File: src/rtl/vec_operand_fetch_pkg.sv
// rtl/vec_operand_fetch_pkg.sv - shared widths and FIFO entry type for the vector operand fetch unit
// Default geometry constants and the entry that travels from the VRF read
// port through the output FIFO.
package vec_operand_fetch_pkg;

  localparam int VOF_ADDR_W = 5;
  localparam int VOF_OFF_W  = 8;
  localparam int VOF_DATA_W = 32;
  localparam int VOF_DEPTH  = 4;

  typedef struct packed {
    logic [VOF_DATA_W-1:0] data;
    logic                  is_start;
    logic                  is_end;
  } vof_entry_t;

  function automatic vof_entry_t vof_make_entry(input logic [VOF_DATA_W-1:0] d,
                                                input logic s,
                                                input logic e);
    vof_entry_t r;
    r.data     = d;
    r.is_start = s;
    r.is_end   = e;
    return r;
  endfunction

endpackage

File: src/rtl/vec_operand_fetch_if.sv
// rtl/vec_operand_fetch_if.sv - request, VRF read and output stream bundle for vec_operand_fetch
// slave is the fetch unit's view, master is the surrounding pipeline's view.
interface vec_operand_fetch_if
  import vec_operand_fetch_pkg::*;
#(
  parameter int ADDR_WIDTH = VOF_ADDR_W,
  parameter int OFF_WIDTH  = VOF_OFF_W,
  parameter int DATA_WIDTH = VOF_DATA_W
);

  logic                  in_valid;
  logic                  in_ready;
  logic [ADDR_WIDTH-1:0] addr_in;
  logic [OFF_WIDTH-1:0]  off_in;
  logic                  start_in;
  logic                  end_in;

  logic                  vrf_rd_en;
  logic [ADDR_WIDTH-1:0] vrf_rd_addr;
  logic [OFF_WIDTH-1:0]  vrf_rd_off;
  logic [DATA_WIDTH-1:0] vrf_rd_data;

  logic                  out_valid;
  logic                  out_ready;
  logic [DATA_WIDTH-1:0] out_data;
  logic                  out_start;
  logic                  out_end;

  logic                  flush;
  logic                  busy;

  modport slave (
    input  in_valid, addr_in, off_in, start_in, end_in,
    input  vrf_rd_data, out_ready, flush,
    output in_ready, vrf_rd_en, vrf_rd_addr, vrf_rd_off,
    output out_valid, out_data, out_start, out_end, busy
  );

  modport master (
    output in_valid, addr_in, off_in, start_in, end_in,
    output vrf_rd_data, out_ready, flush,
    input  in_ready, vrf_rd_en, vrf_rd_addr, vrf_rd_off,
    input  out_valid, out_data, out_start, out_end, busy
  );

endinterface

File: src/rtl/vof_fifo.sv
// rtl/vof_fifo.sv - power-of-two output FIFO holding fetched elements and their group tags
// Storage is not reset; only pointers and count are. clr empties in one cycle
// and wins over a same-cycle push or pop.
module vof_fifo
  import vec_operand_fetch_pkg::*;
#(
  parameter int DEPTH = VOF_DEPTH
) (
  input  logic                   clk,
  input  logic                   rst_n,
  input  logic                   clr,
  input  logic                   push,
  input  vof_entry_t             push_entry,
  input  logic                   pop,
  output vof_entry_t             head_entry,
  output logic [$clog2(DEPTH):0] count,
  output logic                   empty
);

  localparam int PW = $clog2(DEPTH);
  localparam int CW = PW + 1;

  vof_entry_t    mem_q [DEPTH];
  logic [PW-1:0] rd_ptr_q, rd_ptr_d;
  logic [PW-1:0] wr_ptr_q, wr_ptr_d;
  logic [CW-1:0] count_q, count_d;
  logic          do_pop;

  assign empty      = (count_q == '0);
  assign do_pop     = pop & ~empty;
  assign head_entry = mem_q[rd_ptr_q];
  assign count      = count_q;

  // Next pointers and occupancy; pointers wrap naturally since DEPTH is a power of two.
  always_comb begin
    rd_ptr_d = rd_ptr_q;
    wr_ptr_d = wr_ptr_q;
    count_d  = count_q;
    if (clr) begin
      rd_ptr_d = '0;
      wr_ptr_d = '0;
      count_d  = '0;
    end else begin
      if (push)   wr_ptr_d = wr_ptr_q + PW'(1);
      if (do_pop) rd_ptr_d = rd_ptr_q + PW'(1);
      case ({push, do_pop})
        2'b10:   count_d = count_q + CW'(1);
        2'b01:   count_d = count_q - CW'(1);
        default: count_d = count_q;
      endcase
    end
  end

  // Pointer and count registers.
  always_ff @(posedge clk) begin
    if (!rst_n) begin
      rd_ptr_q <= '0;
      wr_ptr_q <= '0;
      count_q  <= '0;
    end else begin
      rd_ptr_q <= rd_ptr_d;
      wr_ptr_q <= wr_ptr_d;
      count_q  <= count_d;
    end
  end

  // Entry storage, written at the tail.
  always_ff @(posedge clk) begin
    if (push && !clr) mem_q[wr_ptr_q] <= push_entry;
  end

endmodule

File: src/rtl/vec_operand_fetch.sv
// rtl/vec_operand_fetch.sv - VRF operand fetch: accept requests, read the VRF, queue results (VOF_BYPASS_EN: empty-FIFO bypass)
// The VRF answers one cycle after the read, so accepted requests hold a FIFO
// slot via pending until their data lands. busy tracks an open group.
module vec_operand_fetch
  import vec_operand_fetch_pkg::*;
#(
  parameter int ADDR_WIDTH = VOF_ADDR_W,
  parameter int OFF_WIDTH  = VOF_OFF_W,
  parameter int DATA_WIDTH = VOF_DATA_W,
  parameter int DEPTH      = VOF_DEPTH
) (
  input logic                clk,
  input logic                rst_n,
  vec_operand_fetch_if.slave bus
);

  localparam int CW = $clog2(DEPTH) + 1;

  logic [CW-1:0] fifo_count;
  logic [CW-1:0] occupancy;
  logic          fifo_empty;
  logic          in_ready;
  logic          accept;
  logic          out_valid;
  logic          deliver;
  logic          push;
  logic          pop;
  logic          bypass_avail;
  logic          bypass_take;

  logic          pending_q, pending_d;
  logic          tag_start_q, tag_start_d;
  logic          tag_end_q, tag_end_d;
  logic          busy_q, busy_d;

  vof_entry_t    pend_entry;
  vof_entry_t    head_entry;
  vof_entry_t    out_entry;

  // A slot is reserved for the in-flight read, so the FIFO can never overflow.
  assign occupancy = fifo_count + CW'(pending_q);
  assign in_ready  = rst_n & ~bus.flush & (occupancy < CW'(DEPTH));
  assign accept    = bus.in_valid & in_ready;

  assign bus.in_ready    = in_ready;
  assign bus.vrf_rd_en   = accept;
  assign bus.vrf_rd_addr = ADDR_WIDTH'(bus.addr_in);
  assign bus.vrf_rd_off  = OFF_WIDTH'(bus.off_in);

  assign pend_entry = vof_make_entry(VOF_DATA_W'(bus.vrf_rd_data), tag_start_q, tag_end_q);

`ifdef VOF_BYPASS_EN
  // Returning data may go straight out when nothing older is queued.
  assign bypass_avail = pending_q & fifo_empty & ~bus.flush;
`else
  assign bypass_avail = 1'b0;
`endif

  assign out_valid   = rst_n & (~fifo_empty | bypass_avail);
  assign out_entry   = fifo_empty ? pend_entry : head_entry;
  assign deliver     = out_valid & bus.out_ready;
  assign pop         = deliver & ~fifo_empty;
  assign bypass_take = deliver & fifo_empty;
  assign push        = pending_q & ~bus.flush & ~bypass_take;

  assign bus.out_valid = out_valid;
  assign bus.out_data  = DATA_WIDTH'(out_entry.data);
  assign bus.out_start = out_entry.is_start;
  assign bus.out_end   = out_entry.is_end;
  assign bus.busy      = busy_q;

  vof_fifo #(
    .DEPTH (DEPTH)
  ) u_fifo (
    .clk        (clk),
    .rst_n      (rst_n),
    .clr        (bus.flush),
    .push       (push),
    .push_entry (pend_entry),
    .pop        (pop),
    .head_entry (head_entry),
    .count      (fifo_count),
    .empty      (fifo_empty)
  );

  // Next pending/tag/busy; a new start outranks a same-cycle end, flush outranks both.
  always_comb begin
    pending_d   = accept;
    tag_start_d = tag_start_q;
    tag_end_d   = tag_end_q;
    busy_d      = busy_q;
    if (accept) begin
      tag_start_d = bus.start_in;
      tag_end_d   = bus.end_in;
    end
    if (deliver && out_entry.is_end) busy_d = 1'b0;
    if (accept && bus.start_in)      busy_d = 1'b1;
    if (bus.flush)                   busy_d = 1'b0;
  end

  // Control state registers.
  always_ff @(posedge clk) begin
    if (!rst_n) begin
      pending_q   <= 1'b0;
      tag_start_q <= 1'b0;
      tag_end_q   <= 1'b0;
      busy_q      <= 1'b0;
    end else begin
      pending_q   <= pending_d;
      tag_start_q <= tag_start_d;
      tag_end_q   <= tag_end_d;
      busy_q      <= busy_d;
    end
  end

endmodule

File: src/flat_wrapper.sv
// flat-port wrapper written by rule: the top's interface ports become plain ports
module vec_operand_fetch_flat import vec_operand_fetch_pkg::*;
#(
  parameter int ADDR_WIDTH = VOF_ADDR_W,
  parameter int OFF_WIDTH  = VOF_OFF_W,
  parameter int DATA_WIDTH = VOF_DATA_W,
  parameter int DEPTH      = VOF_DEPTH
)
  (clk, rst_n, bus_in_valid, bus_addr_in, bus_off_in, bus_start_in, bus_end_in, bus_vrf_rd_data, bus_out_ready, bus_flush, bus_in_ready, bus_vrf_rd_en, bus_vrf_rd_addr, bus_vrf_rd_off, bus_out_valid, bus_out_data, bus_out_start, bus_out_end, bus_busy);
  vec_operand_fetch_if #(.ADDR_WIDTH(ADDR_WIDTH), .OFF_WIDTH(OFF_WIDTH), .DATA_WIDTH(DATA_WIDTH)) bus_i ();
  input logic clk;
  input logic rst_n;
  input wire logic [$bits(bus_i.in_valid)-1:0] bus_in_valid;
  input wire logic [$bits(bus_i.addr_in)-1:0] bus_addr_in;
  input wire logic [$bits(bus_i.off_in)-1:0] bus_off_in;
  input wire logic [$bits(bus_i.start_in)-1:0] bus_start_in;
  input wire logic [$bits(bus_i.end_in)-1:0] bus_end_in;
  input wire logic [$bits(bus_i.vrf_rd_data)-1:0] bus_vrf_rd_data;
  input wire logic [$bits(bus_i.out_ready)-1:0] bus_out_ready;
  input wire logic [$bits(bus_i.flush)-1:0] bus_flush;
  output wire logic [$bits(bus_i.in_ready)-1:0] bus_in_ready;
  output wire logic [$bits(bus_i.vrf_rd_en)-1:0] bus_vrf_rd_en;
  output wire logic [$bits(bus_i.vrf_rd_addr)-1:0] bus_vrf_rd_addr;
  output wire logic [$bits(bus_i.vrf_rd_off)-1:0] bus_vrf_rd_off;
  output wire logic [$bits(bus_i.out_valid)-1:0] bus_out_valid;
  output wire logic [$bits(bus_i.out_data)-1:0] bus_out_data;
  output wire logic [$bits(bus_i.out_start)-1:0] bus_out_start;
  output wire logic [$bits(bus_i.out_end)-1:0] bus_out_end;
  output wire logic [$bits(bus_i.busy)-1:0] bus_busy;
  assign bus_i.in_valid = bus_in_valid;
  assign bus_i.addr_in = bus_addr_in;
  assign bus_i.off_in = bus_off_in;
  assign bus_i.start_in = bus_start_in;
  assign bus_i.end_in = bus_end_in;
  assign bus_i.vrf_rd_data = bus_vrf_rd_data;
  assign bus_i.out_ready = bus_out_ready;
  assign bus_i.flush = bus_flush;
  assign bus_in_ready = bus_i.in_ready;
  assign bus_vrf_rd_en = bus_i.vrf_rd_en;
  assign bus_vrf_rd_addr = bus_i.vrf_rd_addr;
  assign bus_vrf_rd_off = bus_i.vrf_rd_off;
  assign bus_out_valid = bus_i.out_valid;
  assign bus_out_data = bus_i.out_data;
  assign bus_out_start = bus_i.out_start;
  assign bus_out_end = bus_i.out_end;
  assign bus_busy = bus_i.busy;
  vec_operand_fetch #(.ADDR_WIDTH(ADDR_WIDTH), .OFF_WIDTH(OFF_WIDTH), .DATA_WIDTH(DATA_WIDTH), .DEPTH(DEPTH)) u_core (.clk(clk), .rst_n(rst_n), .bus(bus_i));
endmodule
File: config.mk
export PLATFORM = sky130hd
export DESIGN_NAME = vec_operand_fetch_flat
export DESIGN_NICKNAME = d
export VERILOG_FILES = /design/src/rtl/vec_operand_fetch_pkg.sv /design/src/rtl/vec_operand_fetch_if.sv /design/src/rtl/vof_fifo.sv /design/src/rtl/vec_operand_fetch.sv /design/src/flat_wrapper.sv
export SDC_FILE = /design/constraint.sdc
export NUM_CORES = 1
export LEC_CHECK = 0
export ABC_AREA = 1
export CAP_MARGIN = 20
export CORE_MARGIN = 5
export CORE_UTILIZATION = 58
export CTS_CLUSTER_SIZE = 16
export DETAILED_ROUTE_END_ITERATION = 10
export GPL_TIMING_DRIVEN = 0
export PLACE_DENSITY = 0.85
export SLEW_MARGIN = 15
export SYNTH_ARGS = -nofsm -noshare
export SYNTH_HDL_FRONTEND = slang
export SYNTH_HIERARCHICAL = 1
export SYNTH_SLANG_ARGS = --single-unit
File: constraint.sdc
create_clock -name clk -period 5.7 [get_ports clk]
set_input_delay 1.425 -clock clk [delete_from_list [all_inputs] [get_ports clk]]
set_output_delay 1.425 -clock clk [all_outputs]
set_load 0.01 [all_outputs]
# [Word level (Yosys, flattened, before mapping)]
# Memory sizes are Yosys's and may differ from the RTL's. A register that Yosys moved wholly into a read port is not among the register bits.
# Index checks and enable logic that the tools add are counted.
[totals] memories=1 regBits=11 ramBits=136
[memory_table] name="u_core.u_fifo.mem_q" depth=4 word_bits=34 read_ports=1 rd_ports_with_merged_regs=1 write_ports=1 line="vof_fifo.sv:23" text="vof_entry_t mem_q [DEPTH];"
[op_classes] reduce_logical=8 order_cmp=1 muxes=8 bitwise_logic=14 addsub=5 n_eq_ne=2
[op_table] operator="2-to-1 mux 34 bit" count=1
[op_table] operator="AND 1 bit" count=10
[op_table] operator="one-hot mux 3 bit (2 select lines)" count=1
[op_table] operator="adder 2 x 1 -> 2 bit, second input constant" count=2
[op_table] operator="2-to-1 mux 1 bit" count=4
[op_table] operator="2-to-1 mux 2 bit" count=2
[op_table] operator="NOT 1 bit" count=4
[op_table] operator="nonzero test 2 bit" count=2
[op_table] operator="adder 3 x 1 -> 3 bit" count=1
[op_table] operator="adder 3 x 1 -> 3 bit, second input constant" count=1
[op_table] operator="logical AND 1 bit" count=3
[op_table] operator="zero test 3 bit" count=1
[op_table] operator="less-than comparator 3 bit, second input constant" count=1
[op_table] operator="subtractor 3 x 1 -> 3 bit, second input constant" count=1
[op_table] operator="equality test 2 x 1 -> 1 bit, second input constant" count=1
[op_table] operator="equality test 2 bit, second input constant" count=1
[op_table] operator="OR reduction 2 bit" count=1
[op_table] operator="zero test 1 bit" count=1

# [Longest topological paths before layout]
[logic_depth] word_depth=10 mapped_depth=17

# [By module]
# The synthesis kept the hierarchy.
[modules_own_cells] mod="vof_fifo" area_per_inst_um2=5730.5 instances=1 cells_per_inst=399
[modules_own_cells] mod="vec_operand_fetch" area_per_inst_um2=748.2 instances=1 cells_per_inst=157

# [Worst setup path before layout]
# Ideal clock, no wire load.
[synth_path] path_type="in2reg" start="in bus_flush" end="mem u_core/u_fifo/mem_q[0][0] (netlist bit), enable pin" arrival_ns=3.095 path_stages=3 path_slack_ns=2.180 setup_time_ns=0.425 path_buffers=0 cell_sequence="nor2_1 -> nand2_1 -> nor2_1"
[synth_between] elab_chain_cells=6 word_cells_on_any_way=7 cone_classes="mux (2); bitwise (3); reduce/logical (2)"
[synth_lines] item="from (decl)" line="flat_wrapper.sv:20" text="input wire logic [$bits(bus_i.flush)-1:0] bus_flush;"
[synth_lines] item="NOT 1 bit" line="vec_operand_fetch.sv:64" text="assign push = pending_q & ~bus.flush & ~bypass_take;"
[synth_lines] item="AND 1 bit (2 in series)" line="vec_operand_fetch.sv:64"
[synth_lines] item="logical AND 1 bit (*)" line="vof_fifo.sv:69" text="if (push && !clr) mem_q[wr_ptr_q] <= push_entry;"
[synth_lines] item="2-to-1 mux 1 bit (*)" line="vof_fifo.sv:69"
[synth_lines] item="2-to-1 mux 1 bit (not written as such) (*)" line="vof_fifo.sv:69"
[synth_lines] item="to (decl)" line="vof_fifo.sv:23"
# Every way passes the cells marked *; elsewhere a longest branch is shown, timed or not.

# [Worst setup path after layout]
[layout_path] start="in rst_n" end="out bus_vrf_rd_en"
[layout_between] elab_chain_cells=3
[layout_lines] item="from (decl)" line="flat_wrapper.sv:12" text="input logic rst_n;"
[layout_lines] item="AND 1 bit (2 in series)" line="vec_operand_fetch.sv:42" text="assign in_ready = rst_n & ~bus.flush & (occupancy < CW'(DEPTH));"
[layout_lines] item="AND 1 bit" line="vec_operand_fetch.sv:43" text="assign accept = bus.in_valid & in_ready;"
[layout_lines] item="to (decl)" line="flat_wrapper.sv:22" text="output wire logic [$bits(bus_i.vrf_rd_en)-1:0] bus_vrf_rd_en;"
# No other way between the ends.

==> flow_metrics.py <==
metrics = {
    "outcome": {
        "status": "completed",
    },
    "timing": {
        "min_period_ns": 4.36,
        "tightest_slew_ns": 0.621,
        "fin_skew_ns": 0.0108,
        "slew_headroom_pct": 58.5,
        "finalSetupViolCount": 0,
        "finalCritPeriodShare_pct": 76.5,
        "slew_viol_final": 0,
        "finalHoldViolCount": 0,
        "rsz0062_at_grt": "false",
        "fmax_ghz": 0.229,
        "tns_ns": 0,
    },
    "critical_path": {
        "r2r_start": "u_core/u_fifo/count[1]",
        "startpoint": "rst_n",
        "arrival_ns": 2.94,
        "crit_type": "in -> out",
        "crit_chain": "clkdlybuf4s50_1, nand2_2, clkinv_1, nand3_2, nor2_4, clkdlybuf4s50_1",
        "cpPeakStageDelay_ns": 0.58,
        "cpMaxStageDelayCell": "clkdlybuf4s50_1",
        "rr_worst_depth": 15,
        "endpoint": "bus_vrf_rd_en",
        "worst_ep_required_time_ns": 4.28,
        "ff2ff_setup_slack_ns": 3.17,
        "r2r_end": "u_core/u_fifo/count[2]",
        "cp-end-kind": "primary output",
        "path_common_cell": "clkdlybuf4s50_1",
        "cp_max_fo": 5,
        "start_kind": "input pin",
    },
    "routing": {
        "wl_um": 15800,
        "ant_nets": 0,
        "route.detailed.drc": 0,
        "viasPerCell": 5.77,
        "vias": 4735,
        "dr.pass1.iters": 5,
        "avgRoutedWirePerCell_um": 19.2,
        "dr.first_iter.drc_count": 493,
    },
    "layout": {
        "drive_gt1_share_pct": 18.6,
        "multi_input_area_um2": 1750,
        "seq_area_um2": 4340,
        "fillers": 668,
        "area_delta_synth_final_pct": 27.3,
        "antennaDiodeCount": 0,
        "final_util_pct": 75.8,
        "finalNetCount": 726,
    },
    "synth": {
        "netlist-cell-type-count": 28,
        "synth_seq_area_share_pct": 67.1,
        "synth_warnings": 6,
        "ys_seq_elements": 149,
        "synth_flop_cell": "edfxtp_1",
        "syn_nets": 614,
        "async_reset_ff_share_pct": 0,
        "avgSynthCellArea_um2": 11.7,
        "synthCells": 556,
        "syn_area_um2": 6480,
        "synth_enable_flop_cells": 136,
    },
    "cts": {
        "clockRootBuffer": "clkbuf_8",
        "clk_latency_ns": 0.51,
        "cts_inserted_buffers": 17,
        "cts.htree.levels": 4,
        "postCtsHoldBufs": 0,
        "clk_pin_slew_ns": 0.07,
        "cts_buffer_depth": 2,
        "postCtsSetupBuffers": 0,
        "cts_resized": 0,
        "cts_tree": "yes",
        "clock_sinks": 149,
    },
    "floorplan": {
        "start_util_pct": 59.5,
        "fp.dieArea_um2": 13400,
        "core_um2": 10900,
        "die_w_um": 116,
        "io_pins": 103,
        "dieHeight_um": 116,
        "rows": 38,
    },
    "pwr": {
        "p_per_area_nw_per_um2": 290,
        "ir_worst_vdd_mv": 0.232,
        "p_clk_share_pct": 44.0,
        "power_frac_comb_pct": 6.0,
        "leakagePower_nw": 3.06,
        "p_seq_share_pct": 50.0,
        "p_int_w": 0.00189,
        "p_switching_w": 0.000505,
        "switching_share_pct": 21.1,
    },
    "global_routing": {
        "grt_overflow_total": 0,
        "grt_pass1_vias": 4861,
        "grt.total_usage_pct": 24.0,
        "grt_pass1_wl_um": 24200,
        "antenna_found_initial": 0,
        "grt_max_degree": 23,
    },
    "placed_design": {
        "gp_congestion": 0.820,
        "portBuffers": 89,
        "dp_hpwl_um": 10100,
    },
    "worst_hold_path": {
        "hold_path.class": "reg -> reg",
    },
    "job": {
        "cap_viol_max_count": 0,
    },
}
==> stage by stage <==
stage | setup slack [ns] | instance area, um^2 | hold slack [ns] | std cells | total power, W
CTS | 1.32 | 8250 | 0.470 | 821 | 0.00240
finish | 1.34 | 8250 | 0.470 | 821 | 0.00239
global placement | 0.581 | 7540 | 0.457 | 785 | 0.00136
detailed placement | 1.32 | 7680 | 0.460 | 789 | 0.00136
global route | 1.26 | 8250 | 0.510 | 821 | 0.00247
floorplan | 2.18 | 6480 | 0.463 | 556 | 0.00127
==> Yosys cell counts, types with 2 or more instances <==
cell / count / area, um^2
buf_6: 2 / 22.5
nor2_1: 63 / 236
nand3_1: 5 / 25.0
o22ai_1: 14 / 87.6
o21ai_0: 66 / 330
nand2_1: 123 / 462
buf_4: 16 / 120
nor2_2: 20 / 125
o22ai_2: 20 / 250
inv_1: 26 / 97.6
inv_2: 2 / 7.51
buf_2: 17 / 85.1
a21oi_1: 8 / 40.0
buf_12: 3 / 60.1
o21ai_1: 5 / 25.0
edfxtp_1: 136 / 4080
nand4_1: 2 / 12.5
ha_1: 5 / 62.6
dfxtp_1: 13 / 260
clkbuf_2: 2 / 10.0
==> worst min-delay path by stage <==
stage | from | to | slack (ns) | cells after the start
floorplan | u_core/u_fifo/rd_ptr_q[1] | register | 0.46 | 2
detailed placement | u_core/bus.busy | u_core/bus.busy | 0.46 | 2
finish | u_core/bus.busy | u_core/bus.busy | 0.47 | 2
CTS | u_core/bus.busy | u_core/bus.busy | 0.47 | 2
global placement | u_core/bus.busy | u_core/bus.busy | 0.46 | 2
global route | u_core/bus.busy | u_core/bus.busy | 0.51 | 2
==> state kept, by name, indices dropped and copies added, names as in the netlist, named ones only <==
signal                  flops
u_core/bus.busy             1
u_core/pending_q            1
u_core/tag_end_q            1
u_core/tag_start_q          1
u_core/u_fifo/count         3
u_core/u_fifo/mem_q       136
u_core/u_fifo/rd_ptr_q      2
u_core/u_fifo/wr_ptr_q      2
==> layout by cell type (no fill, tap or decap) <==
master	n
nand2_2	1
o21ai_1	5
nor2_4	5
clkdlybuf4s50_1	89
nand3_1	5
clkinv_2	1
nor2_1	59
o21ai_0	66
nand4_1	2
inv_2	2
ha_1	5
inv_4	5
buf_2	17
buf_6	2
inv_1	26
inv_6	4
buf_12	4
fa_1	1
edfxtp_1	136
and3_4	1
a21oi_1	8
nor2_2	20
dfxtp_1	13
clkbuf_2	2
clkinv_1	1
nand2_1	123
clkbuf_8	3
nand3_2	1
buf_16	3
clkbuf_16	18
clkinv_4	2
o22ai_1	14
buf_4	16
o22ai_2	20
clkbuf_1	1
==> critical path, delay by kind of cell <==
| kind | cells | cell delay [ns] |
|---|---|---|
| and+or+nand+nor | 3 | 0.33 |
| buffers and inverters | 3 | 1.18 |
==> metal layers <==
| layer | vias up | part of all wire, % | routed length, um | GRT usage, % |
|---|---|---|---|---|
| met4 | 0 | 1.6 | 257 | 9.44 |
| met1 | 2285 | 38 | 6080 | 30.0 |
| li1 | 2149 | - | - | - |
| met3 | 28 | 8.5 | 1350 | 4.60 |
| met2 | 273 | 51 | 8110 | 41.6 |
| met5 | - | 0 | 0 | 0 |
==> logic make-up (layout without fill, tap and decap cells) <==
kind of cell | after synthesis | after routing | share of synthesized area, %
fa+ha+maj | 6 | 6 | 1.27
flops | 149 | 149 | 67.1
buf+inv | 71 | 196 | 6.47
compound gates | 113 | 113 | 11.3
simple gates | 217 | 217 | 13.9
==> power groups by stage <==
stage                     combinational, W  sequential (W)  clock (W)
after detailed placement          0.000143         0.00122          0
after global routing              0.000154         0.00120    0.00111
final                             0.000143         0.00120    0.00105
after floorplan                  0.0000491         0.00122          0
after CTS                         0.000144         0.00120    0.00106
after global placement            0.000137         0.00122          0
==> cell type report <==
type,count,share of cell area (%)
buffer,41,3.66
clock buffer,21,5.96
clock inverter,11,0.971
inverter,30,1.43
multi-input combinational,336,21.2
sequential,149,52.7
tap,140,2.12
timing repair buffer,93,12.0
Note: power is estimated with default switching activity, not from simulation.
